[config.mk]
export PLATFORM = sky130hd
export DESIGN_NAME = mips_instr_decoder_flat
export DESIGN_NICKNAME = d
export VERILOG_FILES = /design/src/rtl/mips_instr_decoder_pkg.sv /design/src/rtl/mips_instr_decoder_if.sv /design/src/rtl/mips_instr_decoder_instr_flag_decode.sv /design/src/rtl/mips_instr_decoder.sv /design/src/flat_wrapper.sv
export SDC_FILE = /design/constraint.sdc
export NUM_CORES = 1
export LEC_CHECK = 0
export CAP_MARGIN = 20
export CORE_MARGIN = 1.5
export CORE_UTILIZATION = 35
export CTS_BUF_LIST = sky130_fd_sc_hd__clkbuf_4 sky130_fd_sc_hd__clkbuf_8
export DETAILED_ROUTE_END_ITERATION = 8
export PLACE_DENSITY_LB_ADDON = 0.2
export SLEW_MARGIN = 20
export SYNTH_ARGS = -nofsm -noshare
export SYNTH_HDL_FRONTEND = slang
export SYNTH_SLANG_ARGS = --single-unit
[constraint.sdc]
create_clock -name clk -period 1.95 [get_ports clk]
set_input_delay 0.585 -clock clk [delete_from_list [all_inputs] [get_ports clk]]
set_output_delay 0.585 -clock clk [all_outputs]
set_load 0.005 [all_outputs]
[src/rtl/mips_instr_decoder_pkg.sv]
// Shared encodings for the MIPS subset decoder: opcode/func values,
// ALU operation codes, Tnew codes and the one-hot flag bundle.
package mips_instr_decoder_pkg;

    // Opcode field values (instruction[31:26])
    localparam logic [5:0] OP_RTYPE = 6'b000000;
    localparam logic [5:0] OP_ORI   = 6'b001101;
    localparam logic [5:0] OP_LUI   = 6'b001111;
    localparam logic [5:0] OP_LW    = 6'b100011;
    localparam logic [5:0] OP_SW    = 6'b101011;
    localparam logic [5:0] OP_BEQ   = 6'b000100;
    localparam logic [5:0] OP_J     = 6'b000010;
    localparam logic [5:0] OP_JAL   = 6'b000011;

    // Function field values for R-type (instruction[5:0])
    localparam logic [5:0] FUNC_ADDU = 6'b100001;
    localparam logic [5:0] FUNC_SUBU = 6'b100011;
    localparam logic [5:0] FUNC_JR   = 6'b001000;

    // ALU operation selected in the execute stage
    typedef enum logic [2:0] {
        ALU_ADDU = 3'd0,
        ALU_SUBU = 3'd1,
        ALU_OR   = 3'd2,
        ALU_LUI  = 3'd3
    } alu_ctr_t;

    // Cycles until a result is available to the hazard unit
    typedef enum logic [1:0] {
        T_PC  = 2'b00,
        T_ALU = 2'b01,
        T_DM  = 2'b10
    } tnew_t;

    // One-hot instruction flags; at most one bit is set
    typedef struct packed {
        logic addu;
        logic subu;
        logic ori;
        logic lui;
        logic lw;
        logic sw;
        logic beq;
        logic j;
        logic jal;
        logic jr;
    } instr_flags_t;

endpackage

[src/rtl/mips_instr_decoder_if.sv]
// Decoder bus: instruction fields and flush in, combinational flags and
// registered execute-stage controls out.
interface mips_instr_decoder_if;
    logic [5:0] op;
    logic [5:0] func;
    logic       flush;
    logic       addu;
    logic       subu;
    logic       ori;
    logic       lui;
    logic       lw;
    logic       sw;
    logic       beq;
    logic       j;
    logic       jal;
    logic       jr;
    logic       nop;
    logic       illegal;
    logic [5:0] op_e;
    logic [5:0] func_e;
    logic       alu_src_imm_e;
    logic [2:0] alu_ctr_e;
    logic       reg_wr_e;
    logic [1:0] tnew_e;

    modport master (
        output op, func, flush,
        input  addu, subu, ori, lui, lw, sw, beq, j, jal, jr, nop, illegal,
        input  op_e, func_e, alu_src_imm_e, alu_ctr_e, reg_wr_e, tnew_e
    );

    modport slave (
        input  op, func, flush,
        output addu, subu, ori, lui, lw, sw, beq, j, jal, jr, nop, illegal,
        output op_e, func_e, alu_src_imm_e, alu_ctr_e, reg_wr_e, tnew_e
    );
endinterface

[src/rtl/mips_instr_decoder_instr_flag_decode.sv]
// Pure combinational op/func to one-hot flag decoder. Unlisted encodings,
// including R-type with an unknown func, produce an all-zero flag set.
module instr_flag_decode
    import mips_instr_decoder_pkg::*;
(
    input  logic [5:0]   op,
    input  logic [5:0]   func,
    output instr_flags_t flags
);

    // Decode opcode, then func for R-type, into a single flag
    always_comb begin
        flags = '0;
        case (op)
            OP_RTYPE: begin
                case (func)
                    FUNC_ADDU: flags.addu = 1'b1;
                    FUNC_SUBU: flags.subu = 1'b1;
                    FUNC_JR:   flags.jr   = 1'b1;
                    default:   flags      = '0;
                endcase
            end
            OP_ORI:  flags.ori = 1'b1;
            OP_LUI:  flags.lui = 1'b1;
            OP_LW:   flags.lw  = 1'b1;
            OP_SW:   flags.sw  = 1'b1;
            OP_BEQ:  flags.beq = 1'b1;
            OP_J:    flags.j   = 1'b1;
            OP_JAL:  flags.jal = 1'b1;
            default: flags     = '0;
        endcase
    end

endmodule

[src/rtl/mips_instr_decoder.sv]
// Instruction decoder at the ID/EX boundary: combinational flags for the
// current instruction plus registered execute-stage control and Tnew.
module mips_instr_decoder
    import mips_instr_decoder_pkg::*;
(
    input  logic                   clk,
    input  logic                   rst_n,
    mips_instr_decoder_if.slave    bus
);

    instr_flags_t flags_d_s;
    instr_flags_t flags_e_s;
    logic         nop_s;
    logic         alu_src_imm_nxt_s;
    alu_ctr_t     alu_ctr_nxt_s;
    logic         reg_wr_nxt_s;
    tnew_t        tnew_s;

    logic [5:0]   op_e_r;
    logic [5:0]   func_e_r;
    logic         alu_src_imm_e_r;
    alu_ctr_t     alu_ctr_e_r;
    logic         reg_wr_e_r;

    instr_flag_decode u_dec_d (
        .op    (bus.op),
        .func  (bus.func),
        .flags (flags_d_s)
    );

    // Re-decode the captured instruction so Tnew follows op_e/func_e exactly
    instr_flag_decode u_dec_e (
        .op    (op_e_r),
        .func  (func_e_r),
        .flags (flags_e_s)
    );

    assign nop_s = (bus.op == 6'd0) && (bus.func == 6'd0);

    assign bus.addu    = flags_d_s.addu;
    assign bus.subu    = flags_d_s.subu;
    assign bus.ori     = flags_d_s.ori;
    assign bus.lui     = flags_d_s.lui;
    assign bus.lw      = flags_d_s.lw;
    assign bus.sw      = flags_d_s.sw;
    assign bus.beq     = flags_d_s.beq;
    assign bus.j       = flags_d_s.j;
    assign bus.jal     = flags_d_s.jal;
    assign bus.jr      = flags_d_s.jr;
    assign bus.nop     = nop_s;
    assign bus.illegal = ~(|flags_d_s) & ~nop_s;

    // Next execute-stage controls; illegal encodings fall through to ADDU with no write
    always_comb begin
        alu_src_imm_nxt_s = flags_d_s.ori | flags_d_s.lui | flags_d_s.lw | flags_d_s.sw;
        reg_wr_nxt_s      = flags_d_s.addu | flags_d_s.subu | flags_d_s.ori |
                            flags_d_s.lui  | flags_d_s.lw   | flags_d_s.jal;
        alu_ctr_nxt_s     = ALU_ADDU;
        if (flags_d_s.subu) begin
            alu_ctr_nxt_s = ALU_SUBU;
        end else if (flags_d_s.ori) begin
            alu_ctr_nxt_s = ALU_OR;
        end else if (flags_d_s.lui) begin
            alu_ctr_nxt_s = ALU_LUI;
        end else begin
            alu_ctr_nxt_s = ALU_ADDU;
        end
    end

    // E-stage registers: async clear, flush inserts an all-zero bubble
    always_ff @(posedge clk or negedge rst_n) begin
        if (!rst_n) begin
            op_e_r          <= 6'd0;
            func_e_r        <= 6'd0;
            alu_src_imm_e_r <= 1'b0;
            alu_ctr_e_r     <= ALU_ADDU;
            reg_wr_e_r      <= 1'b0;
        end else if (bus.flush) begin
            op_e_r          <= 6'd0;
            func_e_r        <= 6'd0;
            alu_src_imm_e_r <= 1'b0;
            alu_ctr_e_r     <= ALU_ADDU;
            reg_wr_e_r      <= 1'b0;
        end else begin
            op_e_r          <= bus.op;
            func_e_r        <= bus.func;
            alu_src_imm_e_r <= alu_src_imm_nxt_s;
            alu_ctr_e_r     <= alu_ctr_nxt_s;
            reg_wr_e_r      <= reg_wr_nxt_s;
        end
    end

    // Tnew of the instruction now in E; branches, jumps and stores produce nothing late
    always_comb begin
        tnew_s = T_PC;
        case (1'b1)
            flags_e_s.addu, flags_e_s.subu,
            flags_e_s.ori,  flags_e_s.lui:  tnew_s = T_ALU;
            flags_e_s.lw:                   tnew_s = T_DM;
            flags_e_s.sw,   flags_e_s.beq,
            flags_e_s.j,    flags_e_s.jal,
            flags_e_s.jr:                   tnew_s = T_PC;
            default:                        tnew_s = T_PC;
        endcase
    end

    assign bus.op_e          = op_e_r;
    assign bus.func_e        = func_e_r;
    assign bus.alu_src_imm_e = alu_src_imm_e_r;
    assign bus.alu_ctr_e     = alu_ctr_e_r;
    assign bus.reg_wr_e      = reg_wr_e_r;
    assign bus.tnew_e        = tnew_s;

endmodule

[src/flat_wrapper.sv]
// flat-port wrapper written by rule: the top's interface ports become plain ports
module mips_instr_decoder_flat import mips_instr_decoder_pkg::*;
  (clk, rst_n, bus_op, bus_func, bus_flush, bus_addu, bus_subu, bus_ori, bus_lui, bus_lw, bus_sw, bus_beq, bus_j, bus_jal, bus_jr, bus_nop, bus_illegal, bus_op_e, bus_func_e, bus_alu_src_imm_e, bus_alu_ctr_e, bus_reg_wr_e, bus_tnew_e);
  mips_instr_decoder_if bus_i ();
  input  logic clk;
  input  logic rst_n;
  input wire logic [$bits(bus_i.op)-1:0] bus_op;
  input wire logic [$bits(bus_i.func)-1:0] bus_func;
  input wire logic [$bits(bus_i.flush)-1:0] bus_flush;
  output wire logic [$bits(bus_i.addu)-1:0] bus_addu;
  output wire logic [$bits(bus_i.subu)-1:0] bus_subu;
  output wire logic [$bits(bus_i.ori)-1:0] bus_ori;
  output wire logic [$bits(bus_i.lui)-1:0] bus_lui;
  output wire logic [$bits(bus_i.lw)-1:0] bus_lw;
  output wire logic [$bits(bus_i.sw)-1:0] bus_sw;
  output wire logic [$bits(bus_i.beq)-1:0] bus_beq;
  output wire logic [$bits(bus_i.j)-1:0] bus_j;
  output wire logic [$bits(bus_i.jal)-1:0] bus_jal;
  output wire logic [$bits(bus_i.jr)-1:0] bus_jr;
  output wire logic [$bits(bus_i.nop)-1:0] bus_nop;
  output wire logic [$bits(bus_i.illegal)-1:0] bus_illegal;
  output wire logic [$bits(bus_i.op_e)-1:0] bus_op_e;
  output wire logic [$bits(bus_i.func_e)-1:0] bus_func_e;
  output wire logic [$bits(bus_i.alu_src_imm_e)-1:0] bus_alu_src_imm_e;
  output wire logic [$bits(bus_i.alu_ctr_e)-1:0] bus_alu_ctr_e;
  output wire logic [$bits(bus_i.reg_wr_e)-1:0] bus_reg_wr_e;
  output wire logic [$bits(bus_i.tnew_e)-1:0] bus_tnew_e;
  assign bus_i.op = bus_op;
  assign bus_i.func = bus_func;
  assign bus_i.flush = bus_flush;
  assign bus_addu = bus_i.addu;
  assign bus_subu = bus_i.subu;
  assign bus_ori = bus_i.ori;
  assign bus_lui = bus_i.lui;
  assign bus_lw = bus_i.lw;
  assign bus_sw = bus_i.sw;
  assign bus_beq = bus_i.beq;
  assign bus_j = bus_i.j;
  assign bus_jal = bus_i.jal;
  assign bus_jr = bus_i.jr;
  assign bus_nop = bus_i.nop;
  assign bus_illegal = bus_i.illegal;
  assign bus_op_e = bus_i.op_e;
  assign bus_func_e = bus_i.func_e;
  assign bus_alu_src_imm_e = bus_i.alu_src_imm_e;
  assign bus_alu_ctr_e = bus_i.alu_ctr_e;
  assign bus_reg_wr_e = bus_i.reg_wr_e;
  assign bus_tnew_e = bus_i.tnew_e;
  mips_instr_decoder u_core (.clk(clk), .rst_n(rst_n), .bus(bus_i));
endmodule
# ---- Word level (Yosys, flattened, before mapping)
# Cells that the tools add are included.
dict set report word_totals {
  ff_bits 17
  latchBits 0
  ramBits 0
  mem_bits_ro 0
  input_bits 15
  out_inout_bits 31
  wordCells 65
  mem_count 0
}
dict set report op_classes {
  add_sub_neg 0
  mul 0
  div_mod_pow 0
  order_cmp 0
  eq_ne 15
  shifts 0
  muxes 28
  n_bitwise 11
  reduce_logical 6
}
# cell n
set ops {}
lappend ops {{6-bit == test, second input constant} 7}
lappend ops {{6-bit by 4-bit == test with 1-bit output, second input constant} 5}
lappend ops {{6-bit zero test} 3}
lappend ops {{1-bit 2-to-1 mux} 18}
lappend ops {{2-bit 2-to-1 mux} 7}
lappend ops {{6-bit by 2-bit == test with 1-bit output, second input constant} 2}
lappend ops {{6-bit 2-to-1 mux} 2}
lappend ops {{10-bit OR reduction} 1}
lappend ops {{1-bit bitwise OR} 8}
lappend ops {{6-bit by 3-bit == test with 1-bit output, second input constant} 1}
lappend ops {{4-bit OR reduction} 1}
lappend ops {{3-bit 2-to-1 mux} 1}
lappend ops {{1-bit inverter} 2}
lappend ops {{1-bit AND} 1}
lappend ops {{1-bit logical AND} 1}

# ---- Logic depth before layout (Yosys ltp)
# Gate-level depths: netlist (run 1).
dict set report logic_depth {
  word_depth 9
  mapped_depth 5
  depth_no_buf 4
}

# ---- Hierarchy
# From an unflattened synthesis (run 1), not the netlist that was laid out.
dict set report unflattened {
  cells_unflattened 90
  area_unflattened_um2 878.3
}
# module n_inst cells_each area_per_inst_um2 seq_area_each_um2
set by_module_without_submodules {}
lappend by_module_without_submodules {mips_instr_decoder 1 50 615.6 400.4}
lappend by_module_without_submodules {instr_flag_decode 2 20 131.4 0.0}

# ---- Least setup slack after synthesis (run 1)
# OpenSTA, ideal clock, no wires.
dict set report synth_timing {
  path_type {in2out}
  startpoint {input port bus_op[2]}
  endpoint {output port bus_addu}
  arrival_time_ps 1519
  t_required_ps 1365
  slack_ps -154
  stages 5
  n_path_buf 1
  path_cell_list {buf_6 or4_4 nor2_4 nand2_2 nor2_1}
}
dict set report synth_between {
  elab_chain_cells 2
}
# element line
set synth_lines {}
lappend synth_lines {{start: declaration} flat_wrapper.sv:7} ;# input wire logic [$bits(bus_i.op)-1:0] bus_op;
lappend synth_lines {{6-bit zero test} mips_instr_decoder_instr_flag_decode.sv:14} ;# case (op)
lappend synth_lines {{2-bit 2-to-1 mux} mips_instr_decoder_instr_flag_decode.sv:14}
lappend synth_lines {{end: declaration} flat_wrapper.sv:10} ;# output wire logic [$bits(bus_i.addu)-1:0] bus_addu;
# No other way between the ends.

# ---- Worst setup path in the final report (run 1)
dict set report layout_timing {
  startpoint {input port bus_op[4]}
  endpoint {output port bus_addu}
}
# Same word-level chain as after synthesis.

==> results of run 1 <==
per-layer routing:
metal  global-route usage [%]  share of wire, %  vias to the layer above
li1                         -                 -                      443
met3                     4.39               4.0                       10
met2                     40.5                55                       33
met4                     13.1               3.2                        0
met5                        0                 0                        -
met1                     24.1                37                      441
cells in the final DEF, fill, tap and decap left out, types with 4 or more instances in the layout:
| master | instances |
|---|---|
| sky130_fd_sc_hd__buf_2 | 15 |
| sky130_fd_sc_hd__buf_4 | 24 |
| sky130_fd_sc_hd__buf_6 | 13 |
| sky130_fd_sc_hd__clkdlybuf4s50_1 | 22 |
| sky130_fd_sc_hd__dfrtp_1 | 16 |
| sky130_fd_sc_hd__nand2_1 | 4 |
| sky130_fd_sc_hd__nor2_1 | 9 |
| sky130_fd_sc_hd__nor2b_1 | 10 |
logic make-up (layout without fill, tap and decap cells):
kind of cell / count (synthesis) / after routing / share of synthesized area (%)
buf+inv: 7 / 84 / 4.64
simple gates: 53 / 53 / 38.0
other cells: 1 / 1 / 0.463
flops: 16 / 16 / 49.5
compound gates: 8 / 8 / 7.42
worst max-delay path, stage by stage:
cell and delay [ps]:
sky130_fd_sc_hd__buf_6 90, sky130_fd_sc_hd__or4_4 550, sky130_fd_sc_hd__nor2_4 160, sky130_fd_sc_hd__buf_6 110
sky130_fd_sc_hd__nand2_4 50, sky130_fd_sc_hd__nor2_2 80, sky130_fd_sc_hd__buf_2 110
worst max path at each step:
stage                   start       end  slack, ps  cells past startpoint
floorplan           bus_op[2]  bus_addu        -90                      5
global placement    bus_op[3]  bus_addu      -1050                      6
detailed placement  bus_op[3]  bus_addu      -1080                      6
CTS                 bus_op[4]  bus_addu       -370                      7
global route        bus_op[4]  bus_subu       -440                      7
finish              bus_op[4]  bus_addu       -380                      7
layout make-up:
cell class,count,share of cell area [%]
Clock buffer,4,2.23
Inverter,3,0.691
Multi-Input combinational cell,62,29.8
Sequential cell,16,24.6
Tap cell,28,2.15
Timing Repair Buffer,77,40.6
registers in the layout, indices dropped and copies added (netlist names):
register / cells
u_core.bus.func_e: 6
u_core.bus.op_e: 6
u_core.bus.alu_ctr_e: 2
u_core.bus.alu_src_imm_e: 1
u_core.bus.reg_wr_e: 1
power breakdown:
part           switching [mW]  total, mW  internal, mW
Clock                  0.0923      0.206         0.113
Combinational          0.0797      0.195         0.115
Sequential             0.0100      0.355         0.345
Total                   0.182      0.756         0.573
per-stage QoR:
step / instance area, um2 / utilization (%) / power [mW] / hold slack [ps]
floorplan: 823 / - / 0.405 / 289
global placement: 1430 / 65.4 / 0.513 / 912
detailed placement: 1430 / 65.4 / 0.517 / 918
CTS: 1600 / 72.9 / 0.750 / 555
global route: 1630 / 74.4 / 0.791 / 578
finish: 1630 / 74.4 / 0.756 / 562
repair_timing:
| item | CTS | global route |
|---|---|---|
| gates resized for setup | 119 | 9 |
| gates cloned | 0 | 0 |
| pin swaps | 18 | 8 |
| setup buffers | 10 | 7 |
| setup endpoints to repair | 15 | 13 |
==> run_summary.xml, run 1 <==
<?xml version="1.0" encoding="UTF-8"?>
<metrics>
  <group name="status">
    <metric name="run_status" unit="">finished, violations left</metric>
    <metric name="failed_checks" unit="">setup timing</metric>
  </group>
  <group name="synth">
    <metric name="mappedNetlistNets" unit="">100</metric>
    <metric name="synth_area_per_cell" unit="um2">9.52</metric>
    <metric name="synth_cells" unit="">85</metric>
    <metric name="synthDistinctLibCells" unit="">30</metric>
    <metric name="ys_seq_elements" unit="">16</metric>
    <metric name="async_flop_share" unit="%">100</metric>
    <metric name="synth_enable_flop_cells" unit="">0</metric>
    <metric name="synth_warn" unit="">0</metric>
    <metric name="netlist.area_leader.share" unit="%">49.5</metric>
    <metric name="synth_sequential_area_ratio" unit="%">49.5</metric>
    <metric name="yosysTopAreaCell" unit="">sky130_fd_sc_hd__dfrtp_1</metric>
    <metric name="synth.cell_area" unit="um2">810</metric>
    <metric name="synth.cells.most_frequent" unit="">sky130_fd_sc_hd__dfrtp_1 (16), sky130_fd_sc_hd__nor2_1 (13), sky130_fd_sc_hd__nor2b_1 (11), sky130_fd_sc_hd__nand2_1 (5)</metric>
    <metric name="post-synth-top-count-cell" unit="">sky130_fd_sc_hd__dfrtp_1</metric>
    <metric name="yosys_most_used_dff" unit="">sky130_fd_sc_hd__dfrtp_1</metric>
    <metric name="synth_top_cells_by_area" unit="">sky130_fd_sc_hd__dfrtp_1 (49%), sky130_fd_sc_hd__nor2b_1 (8.5%), sky130_fd_sc_hd__nor2_1 (6.0%), sky130_fd_sc_hd__nor3b_1 (2.8%), sky130_fd_sc_hd__or4_4 (2.8%)</metric>
  </group>
  <group name="clocking">
    <metric name="ctsHoldBuffers" unit="">0</metric>
    <metric name="clk_transition_reported_paths" unit="ps">80</metric>
    <metric name="cts_inserted_buffers" unit="">3</metric>
    <metric name="tritoncts" unit="">built</metric>
    <metric name="cts_max_level" unit="">1</metric>
    <metric name="cts.sinks" unit="">16</metric>
    <metric name="clock-root-buffer" unit="">sky130_fd_sc_hd__clkbuf_4</metric>
    <metric name="clock_tree.buffer_depth" unit="">2</metric>
  </group>
  <group name="route">
    <metric name="wl_per_cell" unit="um">13.9</metric>
    <metric name="detailed_route_wl" unit="mm">2.64</metric>
    <metric name="antenna_left" unit="">0</metric>
    <metric name="avgViaCountPerCell" unit="">4.88</metric>
    <metric name="detailedRoute.firstIterationViolations" unit="">10</metric>
    <metric name="dr_total_vias" unit="">927</metric>
    <metric name="route.detailed.drc" unit="">0</metric>
    <metric name="drt-pass1-iter-count" unit="">4</metric>
  </group>
  <group name="critical_path">
    <metric name="worstPathMaxFanout" unit="">4</metric>
    <metric name="timing.critical_path.arrival" unit="ps">1740</metric>
    <metric name="start_kind" unit="">input port</metric>
    <metric name="cp-end-kind" unit="">primary output</metric>
    <metric name="criticalPathCategory" unit="">in2out</metric>
    <metric name="worstPathRequired" unit="ps">1360</metric>
  </group>
  <group name="timing">
    <metric name="fmax" unit="MHz">429</metric>
    <metric name="worst_case_setup_margin_in_the_final_layout" unit="ps">-379</metric>
    <metric name="finalCriticalPeriod" unit="ps">2330</metric>
    <metric name="number_of_pins_exceeding_their_max_slew_limit_in_the_final_report" unit="">0</metric>
    <metric name="timing.setup.tns" unit="ps">-2300</metric>
    <metric name="setup_viol_count_final" unit="">11</metric>
    <metric name="grt_setup_unrepaired" unit="">yes</metric>
    <metric name="finalHoldViolations" unit="">0</metric>
    <metric name="period_share" unit="%">119</metric>
  </group>
  <group name="finish">
    <metric name="nFillCells" unit="">166</metric>
    <metric name="multi_input_area" unit="um2">485</metric>
    <metric name="final_cells" unit="">190</metric>
    <metric name="finish.net_count" unit="">178</metric>
    <metric name="area.growth.synth_to_final" unit="%">101</metric>
    <metric name="layout.area.seq" unit="um2">400</metric>
    <metric name="final_layout_size_suffix_gt1_share" unit="%">49.4</metric>
    <metric name="antenna_cells_inserted" unit="">0</metric>
  </group>
  <group name="global_routing">
    <metric name="grtUsageTotal" unit="%">22.4</metric>
    <metric name="global_route_wire_length_before_repair" unit="mm">4.29</metric>
    <metric name="number_of_antenna_violations_at_the_first_check_in_global_routing" unit="">0</metric>
    <metric name="grt-ovfl-total" unit="">0</metric>
    <metric name="via_count_of_the_first_global_routing_pass" unit="">993</metric>
    <metric name="grt_start_max_net_pins" unit="">17</metric>
  </group>
  <group name="flow_run">
    <metric name="max_cap_viol_count" unit="">0</metric>
  </group>
  <group name="power_and_ir_drop">
    <metric name="power_density" unit="mW/mm2">464</metric>
    <metric name="vdd.ir_drop.worst" unit="uV">270</metric>
    <metric name="cellLeakagePower" unit="nW">0.780</metric>
  </group>
  <group name="worst_hold_path">
    <metric name="hold_path_startpoint" unit="">bus_func[2]</metric>
    <metric name="worst_hold_path.num_cells" unit="">2</metric>
    <metric name="hold_path_end" unit="">u_core.bus.func_e[2]</metric>
    <metric name="hold_path_class" unit="">in2reg</metric>
  </group>
  <group name="floorplan">
    <metric name="io-pin-count" unit="">46</metric>
    <metric name="fp.dieArea" unit="mm2">0.00261</metric>
    <metric name="die_y" unit="um">51.1</metric>
    <metric name="std_cell_rows" unit="">17</metric>
    <metric name="core_region_area" unit="mm2">0.00219</metric>
    <metric name="initial_standard_cell_utilization_of_the_core" unit="%">37.0</metric>
    <metric name="dieWidth" unit="um">51.1</metric>
  </group>
  <group name="placement">
    <metric name="numPlacedInstances" unit="">175</metric>
    <metric name="dp_slack" unit="ps">-1080</metric>
    <metric name="detailed_place_hpwl" unit="mm">1.80</metric>
    <metric name="portBuffers" unit="">44</metric>
    <metric name="gp_congestion" unit="">0.784</metric>
  </group>
</metrics>
No activity file was read; power rests on OpenSTA's default activity.
==> run 2, diff against run 1 <==
--- a/config.mk
+++ b/config.mk
@@ -10,6 +10,6 @@
 export CORE_UTILIZATION = 35
-export CTS_BUF_LIST = sky130_fd_sc_hd__clkbuf_4 sky130_fd_sc_hd__clkbuf_8
+export CTS_BUF_LIST = sky130_fd_sc_hd__clkbuf_8
 export DETAILED_ROUTE_END_ITERATION = 8
 export PLACE_DENSITY_LB_ADDON = 0.2
-export SLEW_MARGIN = 20
+export SLEW_MARGIN = 15
 export SYNTH_ARGS = -nofsm -noshare
==> constraint.sdc (replaced) <==
create_clock -name clk -period 1.95 [get_ports clk]
set_input_delay 0.195 -clock clk [delete_from_list [all_inputs] [get_ports clk]]
set_output_delay 0.195 -clock clk [all_outputs]
set_load 0.005 [all_outputs]
==> run_summary.xml, run 2 (synthesis results as in run 1) <==
<?xml version="1.0" encoding="UTF-8"?>
<metrics>
  <group name="status">
    <metric name="run_status" unit="">completed</metric>
  </group>
  <group name="floorplan">
    <metric name="core_region_area" unit="mm2">0.00219</metric>
    <metric name="initial_standard_cell_utilization_of_the_core" unit="%">37.0</metric>
    <metric name="dieWidth" unit="um">51.1</metric>
    <metric name="fp.dieArea" unit="mm2">0.00261</metric>
    <metric name="die_y" unit="um">51.1</metric>
    <metric name="io-pin-count" unit="">46</metric>
    <metric name="std_cell_rows" unit="">17</metric>
  </group>
  <group name="route">
    <metric name="dr_total_vias" unit="">855</metric>
    <metric name="route.detailed.drc" unit="">0</metric>
    <metric name="met2_length" unit="mm">1.20</metric>
    <metric name="detailroute.wirelength.met3" unit="um">107</metric>
    <metric name="detailedRoute.firstIterationViolations" unit="">11</metric>
    <metric name="drt-pass1-iter-count" unit="">4</metric>
    <metric name="avgViaCountPerCell" unit="">4.89</metric>
    <metric name="routedLengthMet1" unit="um">861</metric>
    <metric name="max_layer_used" unit="">met4</metric>
    <metric name="wl_per_cell" unit="um">12.6</metric>
    <metric name="antenna_left" unit="">0</metric>
    <metric name="detailed_route_wl" unit="mm">2.20</metric>
  </group>
  <group name="worst_hold_path">
    <metric name="hold_path_class" unit="">in2reg</metric>
    <metric name="worst_hold_path.num_cells" unit="">2</metric>
    <metric name="hold_path_startpoint" unit="">bus_func[4]</metric>
    <metric name="hold_path_end" unit="">u_core.bus.func_e[4]</metric>
  </group>
  <group name="power_and_ir_drop">
    <metric name="cellLeakagePower" unit="nW">0.697</metric>
    <metric name="switching_share" unit="%">22.1</metric>
    <metric name="power_density" unit="mW/mm2">500</metric>
    <metric name="design_power_total" unit="mW">0.726</metric>
    <metric name="comb_power_share" unit="%">19.6</metric>
    <metric name="clkPwrFrac" unit="%">31.3</metric>
    <metric name="vdd.ir_drop.worst" unit="uV">308</metric>
    <metric name="p_switching" unit="mW">0.161</metric>
    <metric name="seq_power_share" unit="%">49.0</metric>
    <metric name="cellInternalPower" unit="mW">0.566</metric>
  </group>
  <group name="critical_path">
    <metric name="worstPathMaxFanout" unit="">3</metric>
    <metric name="cpLargestDelayFamily" unit="">simple AND/OR/NAND/NOR gates</metric>
    <metric name="critical_path.cell_chain" unit="">dlygate4sd2_1, or4_4, nor2_4, buf_4, buf_4, nand2_2, nor2_1, buf_2</metric>
    <metric name="criticalPathCategory" unit="">in2out</metric>
    <metric name="cpPeakStageDelay" unit="ps">540</metric>
    <metric name="timing.critical_path.arrival" unit="ps">1610</metric>
    <metric name="worstPathRequired" unit="ps">1750</metric>
    <metric name="path_buf_inv" unit="">4</metric>
    <metric name="cp-end-kind" unit="">primary output</metric>
    <metric name="start_kind" unit="">input port</metric>
    <metric name="critical-path-top-cell-by-count" unit="">sky130_fd_sc_hd__buf_4</metric>
    <metric name="cp_max_delay_cell" unit="">sky130_fd_sc_hd__or4_4</metric>
  </group>
  <group name="global_routing">
    <metric name="number_of_antenna_violations_at_the_first_check_in_global_routing" unit="">0</metric>
    <metric name="grt_start_max_net_pins" unit="">17</metric>
    <metric name="global_route_wire_length_before_repair" unit="mm">3.64</metric>
    <metric name="grtUsageTotal" unit="%">18.5</metric>
    <metric name="grt-ovfl-total" unit="">0</metric>
    <metric name="via_count_of_the_first_global_routing_pass" unit="">883</metric>
  </group>
  <group name="finish">
    <metric name="layout.cells.most_common_list" unit="">sky130_fd_sc_hd__clkdlybuf4s50_1 (28), sky130_fd_sc_hd__buf_4 (17), sky130_fd_sc_hd__dfrtp_1 (16)</metric>
    <metric name="area.growth.synth_to_final" unit="%">79.6</metric>
    <metric name="final_cells" unit="">175</metric>
    <metric name="finish.net_count" unit="">164</metric>
    <metric name="final_layout_size_suffix_gt1_share" unit="%">22.4</metric>
    <metric name="layout.cells.most_common" unit="">sky130_fd_sc_hd__clkdlybuf4s50_1</metric>
    <metric name="antenna_cells_inserted" unit="">0</metric>
  </group>
  <group name="clocking">
    <metric name="cts.sinks" unit="">16</metric>
    <metric name="cts_inserted_buffers" unit="">3</metric>
    <metric name="clock-root-buffer" unit="">sky130_fd_sc_hd__clkbuf_8</metric>
    <metric name="cts_max_level" unit="">1</metric>
    <metric name="clock_tree.buffer_depth" unit="">2</metric>
    <metric name="clk_transition_reported_paths" unit="ps">50</metric>
    <metric name="tritoncts" unit="">built</metric>
  </group>
  <group name="placement">
    <metric name="numPlacedInstances" unit="">167</metric>
    <metric name="gp_congestion" unit="">0.827</metric>
    <metric name="detailed_place_hpwl" unit="mm">1.69</metric>
    <metric name="portBuffers" unit="">44</metric>
    <metric name="dp_slack" unit="ps">-286</metric>
  </group>
  <group name="timing">
    <metric name="fmax" unit="MHz">555</metric>
    <metric name="whs" unit="ps">223</metric>
    <metric name="setup_viol_count_final" unit="">0</metric>
    <metric name="worstMarginPinSlew" unit="ps">647</metric>
    <metric name="timing.setup.tns" unit="ps">0</metric>
    <metric name="finalHoldViolations" unit="">0</metric>
    <metric name="finalCriticalPeriod" unit="ps">1800</metric>
    <metric name="maxSlewHeadroom" unit="%">56.8</metric>
    <metric name="period_share" unit="%">92.4</metric>
    <metric name="number_of_pins_exceeding_their_max_slew_limit_in_the_final_report" unit="">0</metric>
    <metric name="grt_setup_unrepaired" unit="">no</metric>
    <metric name="worst_case_setup_margin_in_the_final_layout" unit="ps">148</metric>
  </group>
  <group name="flow_run">
    <metric name="max_cap_viol_count" unit="">0</metric>
  </group>
</metrics>
run 2: how the worst max path moves through the flow:
stage	startpoint	endpoint	slack (ps)	depth (start not counted)
final	bus_op[5]	bus_addu	150	8
after floorplan	bus_op[2]	bus_addu	630	5
after global placement	bus_op[4]	bus_subu	-250	6
after global routing	bus_op[5]	bus_nop	90	7
after detailed placement	bus_op[4]	bus_addu	-290	6
after CTS	bus_op[3]	bus_addu	-110	8
run 2: stage by stage:
| stage | instance area, um2 | util [%] |
|---|---|---|
| after detailed placement | 1360 | 62.3 |
| after CTS | 1450 | 66.4 |
| after global placement | 1360 | 62.3 |
| after global routing | 1450 | 66.4 |
| final | 1450 | 66.4 |
| after floorplan | 810 | - |
run 2: power by group through the flow:
| stage | clock network [mW] | registers (mW) | logic (mW) |
|---|---|---|---|
| after floorplan | 0 | 0.361 | 0.0425 |
| after global placement | 0 | 0.360 | 0.141 |
| after detailed placement | 0 | 0.361 | 0.143 |
| after CTS | 0.235 | 0.356 | 0.144 |
| after global routing | 0.251 | 0.358 | 0.155 |
| final | 0.228 | 0.356 | 0.143 |
run 2: layer usage:
metal	global-route usage, %	vias up
met5	0	-
met4	10.8	0
met3	2.63	4
met2	32.3	34
met1	21.6	400
li1	-	417
run 2: layout make-up:
type | instances | area [um2]
Inverter | 3 | 11.3
Clock buffer | 3 | 41.3
Timing Repair Buffer | 63 | 582
Tap cell | 28 | 35.0
Sequential cell | 16 | 400
Fill cell | 201 | 737
Multi-Input combinational cell | 62 | 384
run 2: repair_timing:
action | 4_1_cts | 5_1_grt
gates cloned | 0 | 0
pin swaps | 3 | 5
hold buffers | 0 | 0
setup endpoints to repair | 11 | 9
setup buffers | 5 | 0
endpoints found under the hold margin | 0 | 0
resized for setup | 25 | 7
==> run 3, diff against run 2 <==
Settings changed: RECOVER_POWER set to 100.
==> run_summary.xml, run 3 (synthesis results as in run 1) <==
<?xml version="1.0" encoding="UTF-8"?>
<metrics>
  <group name="route">
    <metric name="detailed_route_wl" unit="mm">2.17</metric>
    <metric name="wl_per_cell" unit="um">12.4</metric>
    <metric name="detailedRoute.firstIterationViolations" unit="">14</metric>
    <metric name="avgViaCountPerCell" unit="">4.89</metric>
    <metric name="antenna_left" unit="">0</metric>
    <metric name="dr_total_vias" unit="">855</metric>
    <metric name="route.detailed.drc" unit="">0</metric>
    <metric name="drt-pass1-iter-count" unit="">4</metric>
  </group>
  <group name="power_and_ir_drop">
    <metric name="comb_power_share" unit="%">18.7</metric>
    <metric name="vdd.ir_drop.worst" unit="uV">306</metric>
    <metric name="power_density" unit="mW/mm2">500</metric>
    <metric name="cellLeakagePower" unit="nW">0.748</metric>
    <metric name="p_switching" unit="mW">0.159</metric>
    <metric name="clkPwrFrac" unit="%">31.7</metric>
    <metric name="seq_power_share" unit="%">49.6</metric>
    <metric name="cellInternalPower" unit="mW">0.558</metric>
    <metric name="switching_share" unit="%">22.2</metric>
  </group>
  <group name="global_routing">
    <metric name="grt-ovfl-total" unit="">0</metric>
    <metric name="via_count_of_the_first_global_routing_pass" unit="">883</metric>
    <metric name="global_route_wire_length_before_repair" unit="mm">3.64</metric>
    <metric name="number_of_antenna_violations_at_the_first_check_in_global_routing" unit="">0</metric>
    <metric name="grtUsageTotal" unit="%">18.5</metric>
    <metric name="grt_start_max_net_pins" unit="">17</metric>
  </group>
  <group name="finish">
    <metric name="layout.cells.most_common_list" unit="">sky130_fd_sc_hd__dlygate4sd3_1 (24), sky130_fd_sc_hd__dfrtp_1 (16), sky130_fd_sc_hd__buf_4 (15)</metric>
    <metric name="final_layout_size_suffix_gt1_share" unit="%">18.4</metric>
    <metric name="layout.cells.most_common" unit="">sky130_fd_sc_hd__dlygate4sd3_1</metric>
    <metric name="finish.net_count" unit="">164</metric>
    <metric name="design_area" unit="mm2">0.00143</metric>
    <metric name="final_cells" unit="">175</metric>
    <metric name="area.growth.synth_to_final" unit="%">77.1</metric>
    <metric name="antenna_cells_inserted" unit="">0</metric>
  </group>
  <group name="clocking">
    <metric name="clock-root-buffer" unit="">sky130_fd_sc_hd__clkbuf_8</metric>
    <metric name="cts.sinks" unit="">16</metric>
    <metric name="clock_tree.buffer_depth" unit="">2</metric>
    <metric name="clk_transition_reported_paths" unit="ps">50</metric>
    <metric name="cts_max_level" unit="">1</metric>
    <metric name="cts_inserted_buffers" unit="">3</metric>
    <metric name="tritoncts" unit="">built</metric>
  </group>
  <group name="critical_path">
    <metric name="worstPathRequired" unit="ps">1750</metric>
    <metric name="worstPathMaxFanout" unit="">9</metric>
    <metric name="cp-end-kind" unit="">primary output</metric>
    <metric name="timing.critical_path.arrival" unit="ps">1640</metric>
    <metric name="start_kind" unit="">input port</metric>
    <metric name="criticalPathCategory" unit="">in2out</metric>
  </group>
  <group name="floorplan">
    <metric name="die_y" unit="um">51.1</metric>
    <metric name="fp.dieArea" unit="mm2">0.00261</metric>
    <metric name="std_cell_rows" unit="">17</metric>
    <metric name="initial_standard_cell_utilization_of_the_core" unit="%">37.0</metric>
    <metric name="dieWidth" unit="um">51.1</metric>
    <metric name="io-pin-count" unit="">46</metric>
    <metric name="core_region_area" unit="mm2">0.00219</metric>
  </group>
  <group name="timing">
    <metric name="setup_viol_count_final" unit="">0</metric>
    <metric name="finalCriticalPeriod" unit="ps">1830</metric>
    <metric name="fmax" unit="MHz">545</metric>
    <metric name="worst_case_setup_margin_in_the_final_layout" unit="ps">116</metric>
    <metric name="finalHoldViolations" unit="">0</metric>
    <metric name="number_of_pins_exceeding_their_max_slew_limit_in_the_final_report" unit="">0</metric>
    <metric name="grt_setup_unrepaired" unit="">no</metric>
    <metric name="worstMarginPinSlew" unit="ps">653</metric>
    <metric name="maxSlewHeadroom" unit="%">56.4</metric>
    <metric name="whs" unit="ps">221</metric>
    <metric name="period_share" unit="%">94.1</metric>
  </group>
  <group name="status">
    <metric name="run_status" unit="">completed</metric>
  </group>
  <group name="placement">
    <metric name="numPlacedInstances" unit="">167</metric>
    <metric name="detailed_place_hpwl" unit="mm">1.69</metric>
    <metric name="gp_congestion" unit="">0.827</metric>
    <metric name="placement.cell_area" unit="mm2">0.00136</metric>
    <metric name="dp_slack" unit="ps">-286</metric>
    <metric name="portBuffers" unit="">44</metric>
  </group>
  <group name="flow_run">
    <metric name="max_cap_viol_count" unit="">0</metric>
  </group>
  <group name="worst_hold_path">
    <metric name="hold_path_class" unit="">in2reg</metric>
  </group>
</metrics>
## run 3: changes by cell type in the layout (fill, tap and decap cells not counted), sizes merged
cell           change
buf                -4
clkbuf             +4
clkdlybuf4s15      -2
clkdlybuf4s50     -24
dlygate4sd2        +2
dlygate4sd3       +24
## run 3: metal layers
layer | wire length, um | GRT usage, %
met5 | 0 | 0
met4 | 36 | 10.8
met3 | 112 | 2.63
met2 | 1190 | 32.3
met1 | 833 | 21.6
## run 3: stage by stage
step	TNS, ps	util [%]	power, mW
floorplan	0	-	0.404
global placement	-1550	62.3	0.501
detailed placement	-1740	62.3	0.504
CTS	-216	66.4	0.736
global route	0	65.4	0.755
finish	0	65.4	0.717
## run 3: power by group through the flow
stage	sequential [mW]	clock, mW	combinational (mW)
2_1_floorplan	0.361	0	0.0425
3_3_place_gp	0.360	0	0.141
3_5_place_dp	0.361	0	0.143
4_1_cts	0.356	0.235	0.144
5_1_grt	0.357	0.251	0.147
6_report	0.355	0.228	0.134
## run 3: cell type report
cell class,count,area (um2)
fill,206,757
timing repair buffer,63,568
sequential,16,400
multi-input combinational,62,378
clock buffer,3,41.3
tap,28,35.0
inverter,3,11.3
## run 3: repair_timing
item,4_1_cts,5_1_grt
hold buffers,0,0
setup buffers,5,0
pin swaps,3,5
resized for setup,25,7
setup endpoints to repair,11,9
## run 3: final timing paths
| kind | from | endpoint | slack [ps] | cells past startpoint |
|---|---|---|---|---|
| setup / recovery | bus_op[2] | bus_sw | 120 | 6 |
| hold / removal | bus_func[4] | u_core.bus.func_e[4] | 220 | 2 |
| max in group asynchronous | rst_n | u_core.bus.func_e[5] | 1110 | 1 |
| min in group asynchronous | rst_n | u_core.bus.func_e[1] | 430 | 1 |
## run 3: worst max-delay path, cell delays in order
cell	delay (ps)
sky130_fd_sc_hd__dlygate4sd2_1	260
sky130_fd_sc_hd__buf_6	140
sky130_fd_sc_hd__and3b_1	220
sky130_fd_sc_hd__buf_4	120
sky130_fd_sc_hd__and3_1	130
sky130_fd_sc_hd__dlygate4sd3_1	570
==> edit, RTL diff (flow settings as in run 1) <==
Reset style: synchronous (`rst_n`), changed in one clocked block. Comments in the files are not updated.
--- a/src/rtl/mips_instr_decoder.sv
+++ b/src/rtl/mips_instr_decoder.sv
@@ -69,5 +69,5 @@
 
     // E-stage registers: async clear, flush inserts an all-zero bubble
-    always_ff @(posedge clk or negedge rst_n) begin
+    always_ff @(posedge clk) begin
         if (!rst_n) begin
             op_e_r          <= 6'd0;
Behaviour: differs if rst_n is asserted again (counterexample within 4 cycles, from zero or initial values and one cycle with rst_n low); with rst_n held inactive, the same outputs for 10 cycles.
==> edit against run 1 <==
  * The run still ends with negative setup slack left
  * Worst setup slack better by 0.20 ns
  * Total power is 1.7% lower
  * Via count is 3.3% higher
  * Count of clock-buffer cells in the layout stayed put
  * Sequential cell count stayed put
  * Largest power group unchanged
  * Sequential power is 3% lower
  * Design area is 1.1% lower
  * Core utilization is 5.3 points higher
  * Critical endpoint is now bus_illegal
  * Die area is 4.8% lower
  * Area after synthesis is 5.1% lower
  * Wire length is 9.3% higher
==> edit: results (changes against run 1) <==
stage;metric;value;unit;change
final_layout;share of cells above drive strength 1;0.568;;+0.0741
worst_setup_path;Critical Path AT;1.54;ns;-0.20 ns
global_routing;initial antenna violation count;0;;unchanged
synthesis;register area share after synthesis;0.417;;-0.0777
synthesis;top_reg_cell synth;dfxtp_1;;
drt;routed len/inst;15.3;um;+9.9%
global_routing;gr usage total;0.232;;+0.00792
worst_setup_path;Max FO, Critical Path;4;;unchanged
run;max_cap viols;0;;unchanged
run_status;failing checks;negative setup slack;;
global_routing;vias in the first global route;964;;-2.9%
final_layout;Diodes inserted;0;;unchanged
hold_path;hold_sp;bus_func[0];;
timing;post-route setup slack;-0.176;ns;+0.203 ns
power_and_ir_drop;VDD IR-drop max;0.000345;V;+28%
synthesis;post-synthesis async set-or-reset flop share;0;;-1.00
synthesis;synth warn;0;;unchanged
synthesis;top post-synthesis cells by count;dfxtp_1, nor2_1, and2_1;;
drt;drt initial violations;13;;+3
global_routing;first-pass GRT wire length;4360;um;+1.6%
timing;setup TNS after final layout;-0.674;ns;+1.62 ns
clock_network;clk slew on worst S/H paths;0.08;ns;about the same
synthesis;synth top area cells;dfxtp_1, and2_1, nor2_1;;
final_layout;final net count;178;;unchanged
hold_path;hold crit path type;input pin to register;;
placement;placer congestion estimate;0.773;;-1.3%
global_routing;pin count of the biggest net entering global routing;10;;-7
hold_path;Hold Path Sink;u_core.bus.func_e[0]$_SDFF_PP0_;;
timing;Final Hold Slack;0.512;ns;-0.0495 ns
clock_network;CTS Buf Count;3;;unchanged
placement;post-DP HPWL;1740;um;-3.4%
clock_network;H-Tree Depth;1;;unchanged
clock_network;worst-case clock buffer depth;2;;unchanged
drt;1st-pass router iterations;4;;unchanged
synthesis;Synth cell types;33;;+10%
hold_path;hold path depth;2;;unchanged
drt;vias per cell;5.07;;+3.9%
synthesis;Synthesized Nets;99;;-1.0%
final_layout;# fillers;126;;-24%
power_and_ir_drop;leakage;0.733;nW;-5.9%
clock_network;CTS Root Cell;clkbuf_4;;
power_and_ir_drop;Net Sw Frac;0.248;;+0.00700
run_status;status;finished, violations left;;
placement;PortBufs;44;;unchanged
timing;count of final setup violators;9;;-2
## edit: changes by cell type in the layout (fill, tap and decap cells not counted), sizes merged, moves of 4 or more
cell | before | now
dfxtp | 0 | 16
and2 | 0 | 9
clkdlybuf4s50 | 22 | 18
dfrtp | 16 | 0
nor2b | 11 | 2
## edit: layout make-up
type,instances,area (um^2),share of cell area
Sequential cell,16,322,0.200
Timing Repair Buffer,77,651,0.404
Inverter,4,15.0,0.00932
Clock buffer,4,36.3,0.0225
Tap cell,27,33.8,0.0210
Multi-Input combinational cell,61,554,0.344
## edit: how the worst max path moves through the flow
stage                         start           to  slack (ns)  depth (start not counted)
after floorplan           bus_op[2]  bus_illegal        0.02                          4
after global placement    bus_op[2]  bus_illegal       -0.97                          5
after detailed placement  bus_op[2]  bus_illegal       -1.02                          5
after CTS                 bus_op[2]        bus_j       -0.16                          6
after global routing      bus_op[2]  bus_illegal       -0.20                          6
final                     bus_op[2]  bus_illegal       -0.18                          6
## edit: power by group through the flow
| stage | Combinational (W) | Sequential [W] | Clock (W) |
|---|---|---|---|
| floorplan | 0.0000452 | 0.000352 | 0 |
| global placement | 0.000139 | 0.000350 | 0 |
| detailed placement | 0.000141 | 0.000351 | 0 |
| CTS | 0.000168 | 0.000344 | 0.000208 |
| global route | 0.000199 | 0.000346 | 0.000224 |
| finish | 0.000189 | 0.000344 | 0.000210 |
## edit: logic make-up after synthesis
family                 Yosys count  share of synthesized area
and+or+nand+nor                 51                      0.420
DFF                             16                      0.417
AOI/OAI and AO/OA                9                      0.104
buffers and inverters            7                     0.0537
other                            1                    0.00488
## edit: per-stage QoR
stage                     area (um^2)  power, W  cells  utilization  worst slack, ns
after floorplan                   768  0.000397     84            -           0.0180
after global placement           1370  0.000489    172        0.676           -0.968
after detailed placement         1370  0.000492    172        0.676            -1.02
after CTS                        1540  0.000720    188        0.759           -0.160
after global routing             1610  0.000769    189        0.797           -0.197
final                            1610  0.000743    189        0.797           -0.176
## edit: worst max-delay path, cell delays in order
cell,delay (ns)
buf_8,0.10
nor4_4,0.28
buf_4,0.19
o2111ai_4,0.10
o221a_1,0.15
buf_2,0.13
## edit: repair_timing
action,in CTS,in global routing
resized for setup,131,20
endpoints found under the setup margin,14,13
setup buffers,12,1
pin swaps,18,10
## edit: layer usage
metal | vias up | wire length (um) | global-route usage
met2 | 58 | 1650 | 0.484
li1 | 454 | - | -
met3 | 12 | 172 | 0.0394
met4 | 0 | 74 | 0.0787
met1 | 434 | 992 | 0.219
met5 | - | 0 | 0
